### src/rtl/mem_bus_initiator.sv
// -----------------------------------------------------------------------------
// mem_bus_initiator
//
// Purpose
//   Requester side of the single-beat VME-style memory bus used by the
//   generated register/memory maps. One command from a local controller
//   (sequencer, debug port) becomes exactly one read or write strobe. The
//   block then waits, with a timeout, for the matching done pulse and returns
//   the outcome on a response channel. Only one transaction is outstanding
//   at a time; there is no pipelining.
//
// Handshake semantics (both channels)
//   A transfer happens on a rising clk_i edge where valid and ready are both
//   1. The producer keeps valid high, with its payload stable, until that
//   edge. Ready may change freely while valid is low. This block never makes
//   cmd_ready_o depend on cmd_valid_i. It holds rsp_valid_o and its payload
//   (rsp_rdata_o, rsp_err_o) constant from the first response cycle through
//   the accepting edge.
//
// Ports
//   clk_i, rst_n         clock; synchronous active-low reset
//   cmd_valid_i/ready_o  command channel; payload cmd_we_i (1 = write),
//                        cmd_addr_i (word address), cmd_wdata_i
//   rsp_valid_o/ready_i  response channel; payload rsp_rdata_o (read data,
//                        0 for writes and timeouts), rsp_err_o (1 = timeout)
//   bus_addr_o           slave Addr (word address, bus bits [19:2])
//   bus_wrdata_o         slave WrData
//   bus_rdmem_o          one-cycle read strobe
//   bus_wrmem_o          one-cycle write strobe
//   bus_rddata_i         slave RdData, captured in the read-done cycle
//   bus_rddone_i         read done pulse
//   bus_wrdone_i         write done pulse
//   dbg_state_o          current FSM state, for checkers and debug
//
// Timing (command accepted on the edge closing cycle N)
//   strobe in cycle N+1; done in cycle N+1+k  -> rsp_valid_o in N+2+k
//   no done                                   -> rsp_valid_o in N+1+g_timeout
// -----------------------------------------------------------------------------
module mem_bus_initiator #(
  parameter int g_addr_width = 18,
  parameter int g_data_width = 32,
  parameter int g_timeout    = 255   // must be >= 1
) (
  input  logic                    clk_i,
  input  logic                    rst_n,
  // command channel
  input  logic                    cmd_valid_i,
  output logic                    cmd_ready_o,
  input  logic                    cmd_we_i,
  input  logic [g_addr_width-1:0] cmd_addr_i,
  input  logic [g_data_width-1:0] cmd_wdata_i,
  // response channel
  output logic                    rsp_valid_o,
  input  logic                    rsp_ready_i,
  output logic [g_data_width-1:0] rsp_rdata_o,
  output logic                    rsp_err_o,
  // memory bus
  output logic [g_addr_width-1:0] bus_addr_o,
  output logic [g_data_width-1:0] bus_wrdata_o,
  output logic                    bus_rdmem_o,
  output logic                    bus_wrmem_o,
  input  logic [g_data_width-1:0] bus_rddata_i,
  input  logic                    bus_rddone_i,
  input  logic                    bus_wrdone_i,
  // debug
  output logic [1:0]              dbg_state_o
);

  // The counter only has to reach g_timeout-1. It is cleared in STROBE, so
  // it never wraps.
  localparam int c_cnt_width = $clog2(g_timeout + 1);
  localparam logic [c_cnt_width-1:0] c_cnt_last = c_cnt_width'(g_timeout - 1);

  localparam logic [1:0] s_idle   = 2'd0;
  localparam logic [1:0] s_strobe = 2'd1;
  localparam logic [1:0] s_wait   = 2'd2;
  localparam logic [1:0] s_resp   = 2'd3;

  logic [1:0]              state_q, state_d;
  logic                    we_q,    we_d;
  logic [g_addr_width-1:0] addr_q,  addr_d;
  logic [g_data_width-1:0] wdata_q, wdata_d;
  logic [c_cnt_width-1:0]  cnt_q,   cnt_d;
  logic [g_data_width-1:0] rdata_q, rdata_d;
  logic                    err_q,   err_d;

  logic                    done_match;
  logic [c_cnt_width-1:0]  cnt_inc;

  // Only the done pulse that matches the latched direction counts. The other
  // pulse is ignored, whatever state the FSM is in.
  assign done_match = we_q ? bus_wrdone_i : bus_rddone_i;
  assign cnt_inc    = cnt_q + 1'b1;

  always_comb begin
    state_d = state_q;
    we_d    = we_q;
    addr_d  = addr_q;
    wdata_d = wdata_q;
    cnt_d   = cnt_q;
    rdata_d = rdata_q;
    err_d   = err_q;

    case (state_q)
      s_idle: begin
        // Done pulses seen here are late or spurious. This state never
        // looks at them.
        if (cmd_valid_i) begin
          we_d    = cmd_we_i;
          addr_d  = cmd_addr_i;
          wdata_d = cmd_wdata_i;
          rdata_d = '0;
          err_d   = 1'b0;
          state_d = s_strobe;
        end
      end

      s_strobe: begin
        cnt_d = '0;
        // Sampling done in the strobe cycle itself supports slaves that
        // answer with zero latency.
        if (done_match) begin
          rdata_d = we_q ? '0 : bus_rddata_i;
          err_d   = 1'b0;
          state_d = s_resp;
        end else if (g_timeout == 1) begin
          // A budget of one cycle ends with the strobe itself.
          rdata_d = '0;
          err_d   = 1'b1;
          state_d = s_resp;
        end else begin
          state_d = s_wait;
        end
      end

      s_wait: begin
        cnt_d = cnt_inc;
        // The done test comes first, so a done in the last allowed cycle
        // beats the timeout.
        if (done_match) begin
          rdata_d = we_q ? '0 : bus_rddata_i;
          err_d   = 1'b0;
          state_d = s_resp;
        end else if (cnt_inc == c_cnt_last) begin
          rdata_d = '0;
          err_d   = 1'b1;
          state_d = s_resp;
        end
      end

      s_resp: begin
        // rdata/err are not touched here, so a stray done cannot change a
        // response that is waiting to be taken. Going to IDLE, and not
        // straight to a new accept, gives the one-cycle gap after each
        // response.
        if (rsp_ready_i) begin
          state_d = s_idle;
        end
      end

      default: begin
        state_d = s_idle;
      end
    endcase
  end

  always_ff @(posedge clk_i) begin
    if (!rst_n) begin
      // Reset aborts any transaction silently. Strobes drop on this edge,
      // and the return to IDLE drops any pending response.
      state_q <= s_idle;
      we_q    <= 1'b0;
      addr_q  <= '0;
      wdata_q <= '0;
      cnt_q   <= '0;
      rdata_q <= '0;
      err_q   <= 1'b0;
    end else begin
      state_q <= state_d;
      we_q    <= we_d;
      addr_q  <= addr_d;
      wdata_q <= wdata_d;
      cnt_q   <= cnt_d;
      rdata_q <= rdata_d;
      err_q   <= err_d;
    end
  end

  // Every output comes straight from a flop or a state decode, so no input
  // reaches an output combinationally. The one exception is rst_n, which
  // holds ready low during reset.
  assign cmd_ready_o  = (state_q == s_idle) && rst_n;
  assign bus_rdmem_o  = (state_q == s_strobe) && !we_q;
  assign bus_wrmem_o  = (state_q == s_strobe) && we_q;
  assign bus_addr_o   = addr_q;
  assign bus_wrdata_o = wdata_q;
  assign rsp_valid_o  = (state_q == s_resp);
  assign rsp_rdata_o  = rdata_q;
  assign rsp_err_o    = err_q;
  assign dbg_state_o  = state_q;

endmodule

### config.mk
export PLATFORM = sky130hd
export DESIGN_NAME = mem_bus_initiator
export DESIGN_NICKNAME = d
export VERILOG_FILES = /design/src/rtl/mem_bus_initiator.sv
export SDC_FILE = /design/constraint.sdc
export NUM_CORES = 1
export LEC_CHECK = 0
export ABC_AREA = 1
export CAP_MARGIN = 40
export CORE_MARGIN = 8
export CORE_UTILIZATION = 41
export DETAILED_ROUTE_END_ITERATION = 10
export DONT_BUFFER_PORTS = 1
export PLACE_DENSITY = 0.55
export SYNTH_ARGS = -nofsm -noshare
export SYNTH_HDL_FRONTEND = slang
export SYNTH_SLANG_ARGS = --single-unit
export TNS_END_PERCENT = 5
### constraint.sdc
create_clock -name clk_i -period 2 [get_ports clk_i]
set_clock_uncertainty 0.1 [all_clocks]
set_input_delay 0.2 -clock clk_i [delete_from_list [all_inputs] [get_ports clk_i]]
set_output_delay 0.2 -clock clk_i [all_outputs]
set_load 0.01 [all_outputs]
==> metrics.txt <==
outcome=completed; vias in the first global route=4131; Inserted Clock Buffers=9; Setup TNS=0 ns; Final Cycle Share=0.978; CP endpoint kind=flop; leakage=about 0.0026 µW; total vias in the final route=4133; Syn Area/Cell=6.77 µm²; overall routed net length=13300 µm; Final min period=around 2 ns; max-cap viol count=0; crit path kind=flop to flop; VDD IR-drop max=between 0.6 and 0.7 mV; register area share after synthesis=0.447; # DRC=0; hpwl dp=about 8400 µm; CTS tree=yes; Worst-Margin Slew=0.552 ns; post-synthesis async set-or-reset flop share=0; Die Area=13800 µm²; HP Class=input pin to flop; port bufs=0; clk buf depth=2; CTS sink cnt=94; Die H=117 µm; Max Fclk=511 MHz; Post-Syn Instances=622; total grt overflow=0; # setup viols final=0; EDFF count, synth=0; R2R Setup Slk=about 0.044 ns; Pre-antenna DRT Iters=7; Ys Warns=0; Global Route Usage Sum=0.180; final hold slack=around 0.02 ns; Clk Latency, worst-skew pair=roughly 0.36 ns; Data arrival, critical path=2.15 ns; H-tree depth=3; initial antenna violation count=1; RSZ-0062 raised after global routing=true; nets@finish=797; Req. time, crit path=~2.2 ns; share of cells above drive strength 1=0.115; Clock Tree Root=clkbuf_8; synth unique cells=26; core footprint=roughly 10000 µm²; die width=117 µm; Area growth syn-to-layout=34.6%; Slew headroom=0.631; Yosys reg bits=94; Reg2Reg Depth=13; Hold Crit Depth=4; fin. max-slew vios=0; DR WL/cell=15.8 µm; Via-to-Cell Ratio=about 4.9; crit-path max FO=7; row cnt=37; first-pass GRT wire length=20600 µm; Post-Syn Nets=around 720; DR iter-0 viols=306; most common flop cell mapped by yosys=dfxtp_1; Initial Util=0.415; CP Launch Type=flop; Hold Fails Final Rpt=0; largest net degree at the start of global routing=89; antenna viol nets, final=0; Syn Std Cell Area=4210 µm²; Pwr Density=1490 nW/µm²; I/O pin cnt=178; Reg clk slew, reported paths=approximately 0.1 ns; placer congestion estimate=0.806
==> cell families after synthesis <==
family                   count (synthesis)  synth area share
AO/OA/AOI/OAI                           65            0.0820
adder cells (fa/ha/maj)                  8            0.0238
buffers and inverters                  124             0.117
flip-flops                              94             0.447
AND/OR/NAND/NOR                        331             0.331
==> routing by layer <==
metal	up-vias	global-route usage	wire, µm
met5	-	0	0
met4	0	0.0738	238
met3	21	0.0772	1450
met2	180	0.298	6320
met1	1846	0.197	5260
li1	2086	-	-
==> layout by cell type, fill, tap and decap left out, types with 2 or more instances in the layout <==
cell | synthesis | layout
dfxtp_2 | 0 | 5
inv_1 | 85 | 84
ha_1 | 8 | 6
nand4_1 | 30 | 30
nand2_1 | 97 | 87
dlygate4sd3_1 | 0 | 72
nor2_2 | 1 | 2
buf_12 | 0 | 4
nor2_1 | 156 | 152
buf_4 | 1 | 20
clkbuf_16 | 0 | 3
nand3_2 | 1 | 2
bufinv_16 | 0 | 3
ha_4 | 0 | 2
o21ai_0 | 52 | 52
clkbuf_8 | 0 | 9
inv_2 | 2 | 3
nor3_1 | 2 | 2
nand2_2 | 1 | 10
buf_6 | 2 | 3
a21oi_1 | 8 | 8
nand3_1 | 41 | 39
dfxtp_1 | 94 | 89
nor2_4 | 1 | 4
==> where the power goes <==
group	switching (µW)	internal, µW
logic	2070	1540
clock network	706	835
registers	795	2520
total	3570	4900
==> Yosys cell counts (2+ instances only) <==
cell type,number,area share
nand2_1,97,0.086
inv_1,85,0.076
nand3_1,41,0.049
clkbuf_1,23,0.020
o21ai_2,2,0.0042
ha_1,8,0.024
nor3_1,2,0.0024
buf_6,2,0.0053
buf_2,6,0.0071
a21oi_1,8,0.0095
inv_2,2,0.0018
nor2_1,156,0.14
nand4_1,30,0.045
buf_1,4,0.0036
dfxtp_1,94,0.45
o21ai_0,52,0.062
==> metrics by stage <==
stage	area, µm²	worst slack (ns)	utilization	total power, µW	cells
2_1_floorplan	4220	0.0178	-	5390	622
3_3_place_gp	4430	0.0241	0.437	6210	742
3_5_place_dp	4430	-0.0570	0.437	6280	742
4_1_cts	5430	0.0185	0.535	8000	831
5_1_grt	5670	-0.0409	0.559	9180	842
6_report	5670	0.0443	0.559	8470	842
==> registers in the layout (all words and copies together) (netlist names) <==
register,flops
rsp_err_o,1
rsp_rdata_o,32
bus_addr_o,18
dbg_state_o,2
bus_wrdata_o,32
cnt_q,8
we_q,1
==> worst paths after layout <==
| kind | from | endpoint |
|---|---|---|
| worst max-delay path | cnt_q[1]$_SDFFE_PN0P_ | rsp_rdata_o[28]$_SDFFE_PN0P_ |
| worst min-delay path | bus_rddata_i[26] | rsp_rdata_o[26]$_SDFFE_PN0P_ |
| worst max register to register | cnt_q[1]$_SDFFE_PN0P_ | rsp_rdata_o[28]$_SDFFE_PN0P_ |
| worst min register to register | we_q$_SDFFE_PN0P_ | we_q$_SDFFE_PN0P_ |
==> worst max-delay path, cell delays in order, from the launching register on <==
cell and delay [ns]:
dfxtp_2 0.35, ha_4 0.17, nand2_4 0.08, inv_4 0.05, nor2_4 0.11, nand3_2 0.08, nor2_2 0.12, nand3_1 0.09
nand2_2 0.11, nand3_4 0.19, clkbuf_16 0.23, nand2_2 0.05, nand2_1 0.04, nor2_1 0.14
==> repair_timing <==
action	in CTS	in global routing
hold buffers	73	0
setup endpoints to repair	10	35
pin swaps	0	22
gates resized for setup	2	30
hold endpoints to repair	94	0
setup buffers	0	4
cloned	0	6
==> final cells by class <==
type                    count  area (µm²)
clock buffers               9         124
repair buffers            103        1090
clock inverters             7         120
diodes                      1        2.50
fillers                   900        4470
multi-input cells         404        1940
inverters                  88         333
well taps                 136         170
flip-flops and latches     94        1890
(Power assumes the default switching activity.)
